--- config.mk ---
export PLATFORM = sky130hd
export DESIGN_NAME = uart_axil_ctrl
export DESIGN_NICKNAME = d
export VERILOG_FILES = /design/src/rtl/uart_pkg.sv /design/src/rtl/uart_axil_ctrl.sv
export SDC_FILE = /design/constraint.sdc
export NUM_CORES = 1
export LEC_CHECK = 0
export CORE_MARGIN = 5
export CORE_UTILIZATION = 45
export DETAILED_ROUTE_END_ITERATION = 6
export GPL_TIMING_DRIVEN = 0
export PLACE_DENSITY = 0.83
export SYNTH_ARGS = -nofsm -noshare
export SYNTH_HDL_FRONTEND = slang
export SYNTH_SLANG_ARGS = --single-unit
--- constraint.sdc ---
create_clock -name clk -period 3 [get_ports clk]
set_clock_uncertainty 0.15 [all_clocks]
set_input_delay 0.45 -clock clk [delete_from_list [all_inputs] [get_ports clk]]
set_output_delay 0.45 -clock clk [all_outputs]
set_load 0.03 [all_outputs]
--- src/rtl/uart_pkg.sv ---
// Register offsets, bit positions, AXI response codes and FSM encodings
// shared by the AXI-Lite UART controller.
package uart_pkg;

  localparam logic [3:0] OFF_DATA   = 4'h0;
  localparam logic [3:0] OFF_STATUS = 4'h4;
  localparam logic [3:0] OFF_CTRL   = 4'h8;
  localparam logic [3:0] OFF_IRQ    = 4'hC;

  localparam int STAT_TXRDY     = 0;
  localparam int STAT_RXVAL     = 1;
  localparam int STAT_ERR       = 2;
  localparam int CTRL_TXEN      = 0;
  localparam int CTRL_RXEN      = 1;
  localparam int CTRL_IRQEN_LSB = 2;
  localparam int CTRL_BAUD_LSB  = 16;
  localparam int IRQ_ERR        = 2;

  // Only tx_en, rx_en, irq_en and baud_div are implemented in CTRL.
  localparam logic [31:0] CTRL_MASK = 32'hFFFF_001F;

  localparam logic [1:0] RESP_OKAY   = 2'b00;
  localparam logic [1:0] RESP_SLVERR = 2'b10;
  localparam logic [1:0] RESP_DECERR = 2'b11;

  typedef enum logic [1:0] {
    W_IDLE,
    W_TX,
    W_RESP
  } wstate_e;

  typedef enum logic [1:0] {
    R_IDLE,
    R_POP,
    R_RESP
  } rstate_e;

endpackage

--- src/rtl/uart_axil_ctrl.sv ---
// AXI-Lite register front end for a UART: DATA/STATUS/CTRL/IRQ registers,
// independent write and read FSMs bridging to TX/RX byte streams.
module uart_axil_ctrl
  import uart_pkg::*;
#(
  parameter int                  AXI_ALEN  = 32,
  parameter int                  AXI_DLEN  = 32,
  parameter int                  UART_DLEN = 8,
  parameter logic [AXI_ALEN-1:0] BASE_ADDR = '0
) (
  input  logic                    clk,
  input  logic                    rstn,
  input  logic                    i_axi_awvalid,
  output logic                    o_axi_awready,
  input  logic [AXI_ALEN-1:0]     i_axi_awaddr,
  input  logic                    i_axi_wvalid,
  output logic                    o_axi_wready,
  input  logic [AXI_DLEN-1:0]     i_axi_wdata,
  input  logic [AXI_DLEN/8-1:0]   i_axi_wstrb,
  output logic                    o_axi_bvalid,
  input  logic                    i_axi_bready,
  output logic [1:0]              o_axi_bresp,
  input  logic                    i_axi_arvalid,
  output logic                    o_axi_arready,
  input  logic [AXI_ALEN-1:0]     i_axi_araddr,
  output logic                    o_axi_rvalid,
  input  logic                    i_axi_rready,
  output logic [AXI_DLEN-1:0]     o_axi_rdata,
  output logic [1:0]              o_axi_rresp,
  output logic                    o_txb_tvalid,
  input  logic                    i_txb_tready,
  output logic [UART_DLEN-1:0]    o_txb_tdata,
  input  logic                    i_rxb_tvalid,
  output logic                    o_rxb_tready,
  input  logic [UART_DLEN-1:0]    i_rxb_tdata,
  input  logic                    i_rx_err,
  output logic                    o_irq,
  output logic                    o_tx_en,
  output logic                    o_rx_en,
  output logic [15:0]             o_baud_div
);

  logic                   ready_q;
  wstate_e                wstate_q, wstate_d;
  logic                   aw_got_q, aw_got_d;
  logic                   w_got_q, w_got_d;
  logic [AXI_ALEN-1:0]    awaddr_q, awaddr_d;
  logic [AXI_DLEN-1:0]    wdata_q, wdata_d;
  logic [AXI_DLEN/8-1:0]  wstrb_q, wstrb_d;
  logic [1:0]             bresp_q, bresp_d;
  logic [UART_DLEN-1:0]   tdata_q, tdata_d;
  logic [AXI_DLEN-1:0]    ctrl_q, ctrl_d;
  logic                   err_q, err_d;
  logic                   err_clr;
  logic                   irq_q;
  rstate_e                rstate_q, rstate_d;
  logic [AXI_DLEN-1:0]    rdata_q, rdata_d;
  logic [1:0]             rresp_q, rresp_d;
  logic [AXI_DLEN-1:0]    wmask;
  logic [AXI_DLEN-1:0]    status_val;
  logic [2:0]             pending_d;

  function automatic logic in_window(input logic [AXI_ALEN-1:0] addr);
    return addr[AXI_ALEN-1:4] == BASE_ADDR[AXI_ALEN-1:4];
  endfunction

  always_comb begin
    wmask = '0;
    for (int i = 0; i < AXI_DLEN / 8; i++) begin
      wmask[8*i +: 8] = {8{wstrb_q[i]}};
    end
  end

  assign status_val = {{(AXI_DLEN-3){1'b0}}, err_q, i_rxb_tvalid, i_txb_tready};
  assign err_d      = i_rx_err | (err_q & ~err_clr);
  assign pending_d  = {err_d, i_rxb_tvalid, i_txb_tready};

  // Write path: collect AW and W in any order, decode once both are held.
  always_comb begin
    wstate_d = wstate_q;
    aw_got_d = aw_got_q;
    w_got_d  = w_got_q;
    awaddr_d = awaddr_q;
    wdata_d  = wdata_q;
    wstrb_d  = wstrb_q;
    bresp_d  = bresp_q;
    tdata_d  = tdata_q;
    ctrl_d   = ctrl_q;
    err_clr  = 1'b0;
    case (wstate_q)
      W_IDLE: begin
        if (o_axi_awready && i_axi_awvalid) begin
          aw_got_d = 1'b1;
          awaddr_d = i_axi_awaddr;
        end
        if (o_axi_wready && i_axi_wvalid) begin
          w_got_d = 1'b1;
          wdata_d = i_axi_wdata;
          wstrb_d = i_axi_wstrb;
        end
        if (aw_got_q && w_got_q) begin
          aw_got_d = 1'b0;
          w_got_d  = 1'b0;
          wstate_d = W_RESP;
          if (!in_window(awaddr_q)) begin
            bresp_d = RESP_DECERR;
          end else begin
            case (awaddr_q[3:0])
              OFF_DATA: begin
                if (wstrb_q[0] && ctrl_q[CTRL_TXEN]) begin
                  wstate_d = W_TX;
                  tdata_d  = wdata_q[UART_DLEN-1:0];
                  bresp_d  = RESP_OKAY;
                end else begin
                  bresp_d = RESP_SLVERR;
                end
              end
              OFF_STATUS: bresp_d = RESP_SLVERR;
              OFF_CTRL: begin
                ctrl_d  = ((ctrl_q & ~wmask) | (wdata_q & wmask)) & CTRL_MASK;
                bresp_d = RESP_OKAY;
              end
              OFF_IRQ: begin
                err_clr = wstrb_q[0] & wdata_q[IRQ_ERR];
                bresp_d = RESP_OKAY;
              end
              default: bresp_d = RESP_DECERR;
            endcase
          end
        end
      end
      W_TX: begin
        if (i_txb_tready) wstate_d = W_RESP;
      end
      W_RESP: begin
        if (i_axi_bready) wstate_d = W_IDLE;
      end
      default: wstate_d = W_IDLE;
    endcase
  end

  // Read path: RX data is popped in a dedicated cycle so tready is a clean pulse.
  always_comb begin
    rstate_d = rstate_q;
    rdata_d  = rdata_q;
    rresp_d  = rresp_q;
    case (rstate_q)
      R_IDLE: begin
        if (i_axi_arvalid && o_axi_arready) begin
          rstate_d = R_RESP;
          rdata_d  = '0;
          if (!in_window(i_axi_araddr)) begin
            rresp_d = RESP_DECERR;
          end else begin
            case (i_axi_araddr[3:0])
              OFF_DATA: begin
                if (i_rxb_tvalid && ctrl_q[CTRL_RXEN]) begin
                  rstate_d = R_POP;
                  rresp_d  = RESP_OKAY;
                end else begin
                  rresp_d = RESP_SLVERR;
                end
              end
              OFF_STATUS: begin
                rdata_d = status_val;
                rresp_d = RESP_OKAY;
              end
              OFF_CTRL: begin
                rdata_d = ctrl_q;
                rresp_d = RESP_OKAY;
              end
              OFF_IRQ: begin
                rdata_d = {{(AXI_DLEN-3){1'b0}}, err_q, i_rxb_tvalid, i_txb_tready};
                rresp_d = RESP_OKAY;
              end
              default: rresp_d = RESP_DECERR;
            endcase
          end
        end
      end
      R_POP: begin
        rdata_d  = AXI_DLEN'(i_rxb_tdata);
        rstate_d = R_RESP;
      end
      R_RESP: begin
        if (i_axi_rready) rstate_d = R_IDLE;
      end
      default: rstate_d = R_IDLE;
    endcase
  end

  // irq uses next-state pending so it rises one cycle after an rx_err pulse.
  always_ff @(posedge clk or negedge rstn) begin
    if (!rstn) begin
      ready_q  <= 1'b0;
      wstate_q <= W_IDLE;
      aw_got_q <= 1'b0;
      w_got_q  <= 1'b0;
      awaddr_q <= '0;
      wdata_q  <= '0;
      wstrb_q  <= '0;
      bresp_q  <= RESP_OKAY;
      tdata_q  <= '0;
      ctrl_q   <= '0;
      err_q    <= 1'b0;
      irq_q    <= 1'b0;
      rstate_q <= R_IDLE;
      rdata_q  <= '0;
      rresp_q  <= RESP_OKAY;
    end else begin
      ready_q  <= 1'b1;
      wstate_q <= wstate_d;
      aw_got_q <= aw_got_d;
      w_got_q  <= w_got_d;
      awaddr_q <= awaddr_d;
      wdata_q  <= wdata_d;
      wstrb_q  <= wstrb_d;
      bresp_q  <= bresp_d;
      tdata_q  <= tdata_d;
      ctrl_q   <= ctrl_d;
      err_q    <= err_d;
      irq_q    <= |(pending_d & ctrl_q[CTRL_IRQEN_LSB +: 3]);
      rstate_q <= rstate_d;
      rdata_q  <= rdata_d;
      rresp_q  <= rresp_d;
    end
  end

  assign o_axi_awready = ready_q && (wstate_q == W_IDLE) && !aw_got_q;
  assign o_axi_wready  = ready_q && (wstate_q == W_IDLE) && !w_got_q;
  assign o_axi_bvalid  = (wstate_q == W_RESP);
  assign o_axi_bresp   = bresp_q;
  assign o_axi_arready = ready_q && (rstate_q == R_IDLE);
  assign o_axi_rvalid  = (rstate_q == R_RESP);
  assign o_axi_rdata   = rdata_q;
  assign o_axi_rresp   = rresp_q;
  assign o_txb_tvalid  = (wstate_q == W_TX);
  assign o_txb_tdata   = tdata_q;
  assign o_rxb_tready  = (rstate_q == R_POP);
  assign o_irq         = irq_q;
  assign o_tx_en       = ctrl_q[CTRL_TXEN];
  assign o_rx_en       = ctrl_q[CTRL_RXEN];
  assign o_baud_div    = ctrl_q[CTRL_BAUD_LSB +: 16];

endmodule

==> summary.md <==
| Metric | Value |
|---|---|
| Startpoint types | flop |
| Pleak | 3.44 nW |
| Post-synth ARST share | 1.00 |
| N_diodes | 0 |
| Share of post-route cells with drive strength above 1 | 0.258 |
| Core area | 11,400 um2 |
| Fill count | approximately 800 |
| Most common cell after layout, fill and taps aside | clkdlybuf4s50_1 |
| Hold_ws | 348 ps |
| Final Instance Area | around 7800 um2 |
| Post-synth EDFFs | 0 |
| Clock Tree Buf Depth | 2 |
| Total GRT Usage | 0.198 |
| Count of final max-slew check failures | 0 |
| Achievable clock frequency | about 340 MHz |
| Top Ports | ~190 |
| Starting DRC count in detailed routing | about 260 |
| Fin worst setup slack | about 88 ps |
| Seq cells post-synth | ~130 |
| Final Setup Violations | 0 |
| CTS H-Tree Depth | 4 |
| CTS tree | done |
| Sequential share of the synthesized area | 0.602 |
| Mean post-synth cell area | about 14 um2 |
| Non-filler instance count after layout | 737 |
| Skew-Pair Late Insertion Delay | roughly 420 ps |
| DRT Pass-1 Iters | 4 |
| Cell area power density | about 710 nW/um2 |
| Hold Path Class | flop to flop |
| Num Clock Sinks | 125 |
| Total power draw | around 5.5 mW |
| Routed wire length | ~13,000 um |
| Fin crit share | 0.971 |
| Initial Utilization | 0.457 |
| Site row count | 39 |
| Largest net degree at the start of global routing | 86 |
| Peak supply drop | 462 uV |
| Count of cell types in the netlist | 40 |
| # port buffers | 170 |
| HPWL after DPL | 9950 um |
| Yosys warnings | 0 |
| Placed inst area | just over 7000 um2 |
| Die Wd | about 120 um |
| Die H | roughly 120 um |
| Critical path capture point type | primary output |
| Hold Vio Cnt, Final | 0 |
| DRC violations left | 0 |
| Critical-path maximum fanout | 7 |
| Final #Nets | roughly 700 |
| Root Buffer | clkbuf_16 |
| Max_cap viols | 0 |
| Min cycle time layout | 2910 ps |
| Post-Synthesis Cells | ~380 |
| DIE AREA | 13,800 um2 |
| Vias in the first global route | ~4.3k |
| First-pass GRT wire length | around 22,000 um |
| Slew at the pin closest to its max-slew limit | 758 ps |
| Initial antenna violation count | 0 |
| Placed insts | roughly 700 |
| Place WS | around 170 ps |
| Antenna Nets Post-Route | 0 |
| Most frequent cells in the layout | clkdlybuf4s50_1 (169), dfrtp_1 (125), mux2_2 (88) |
| Area Growth Syn to Fin | 49.6% |
| Routability cong. | between 0.8 and 0.9 |
| GRT Residual Overflow | 0 |
| Worst Path Required | around 2400 ps |
| CTS Buf Count | 17 |
| Critical Path AT | approximately 2300 ps |
| Vias per cell | 5.22 |
| Top FF cell, synth | dfrtp_1 |
| Setup TNS | 0 ps |
| Worst-path clk slew | about 50 ps |
| Mapped Area | between 5000 and 6000 um2 |
| Final core utilization | 0.683 |
| Run status | complete, no violations |
| Worst R2R Setup Slack | around 460 ps |
| Critical path class | flop to primary output |
| Via count | ~3.8k |
| Slew margin rel. | 0.491 |
| RSZ-0062 raised after global routing | false |
| Wirelength per Cell | about 18 um |
power by group:
| group | switching [mW] | internal (mW) | total [mW] |
|---|---|---|---|
| Clock | 0.678 | 1.48 | 2.15 |
| Sequential | 0.272 | 2.12 | 2.39 |
| Combinational | 0.379 | 0.585 | 0.964 |
| Total | 1.33 | 4.18 | 5.51 |
synthesized netlist by cell type (2+ instances only):
| cell | number | area, um2 |
|---|---|---|
| nor3_2 | 2 | 20.0 |
| nand3_1 | 2 | 10.0 |
| nand2_1 | 20 | 75.1 |
| o21ai_0 | 8 | 40.0 |
| a22oi_1 | 2 | 15.0 |
| inv_1 | 4 | 15.0 |
| nor2b_1 | 3 | 18.8 |
| buf_2 | 3 | 15.0 |
| nor2_1 | 14 | 52.6 |
| mux2_2 | 88 | 991 |
| conb_1 | 2 | 7.51 |
| or2_2 | 2 | 12.5 |
| a21oi_1 | 3 | 15.0 |
| nand4_1 | 4 | 25.0 |
| a31oi_1 | 2 | 12.5 |
| dfrtp_1 | 125 | 3130 |
| and4_1 | 3 | 26.3 |
| nor3_1 | 5 | 25.0 |
| nor4_1 | 16 | 100 |
| buf_1 | 3 | 11.3 |
| nand4_2 | 2 | 25.0 |
| buf_4 | 24 | 180 |
| a22o_1 | 23 | 201 |
| a21o_1 | 3 | 22.5 |
| clkbuf_1 | 5 | 18.8 |
final cells by class:
cell class	instances	area [um2]	share of cell area
multi-input cells	226	1850	0.238
repair buffers	172	1740	0.224
clock inverters	6	130	0.0167
flip-flops and latches	125	3130	0.403
plain buffers	35	225	0.0290
clock buffers	26	499	0.0643
well taps	143	179	0.0230
inverters	4	15.0	0.00193
repair_timing:
item                      CTS  global route
gates resized for setup     0             0
hold endpoints to repair   40             0
setup buffers               0             0
hold buffers                1             0
final timing paths:
kind | cells after the start | to | from
worst max-delay path | 3 | o_axi_wready | wstate_q[1]
worst min-delay path | 1 | flop | wdata_q[26]
worst max register to register | 4 | flop | awaddr_q[20]
worst min register to register | 1 | flop | wdata_q[26]
max in group asynchronous | 3 | o_axi_rdata[3] | rstn
min in group asynchronous | 2 | awaddr_q[23] | rstn
logic make-up (layout without fill, tap and decap cells):
group / after synthesis / count (layout) / synth area share
buffers and inverters: 39 / 243 / 0.0463
other: 2 / 9 / 0.00145
AO/OA/AOI/OAI: 45 / 45 / 0.0655
multiplexers: 89 / 89 / 0.193
flip-flops: 125 / 125 / 0.602
AND/OR/NAND/NOR: 83 / 83 / 0.0918
worst max-delay path, cell delays in order (launching register included):
cell	delay [ps]
dfrtp_1	450
or3b_2	520
nor2_1	210
clkdlybuf4s50_1	710
per-layer routing:
metal,track usage,vias to the layer above,part of all wire
li1,-,1763,-
met1,0.235,1922,0.40
met2,0.329,143,0.52
met3,0.0717,21,0.063
met4,0.0761,0,0.019
met5,0,-,0
Note: power is estimated with default switching activity, not from simulation.
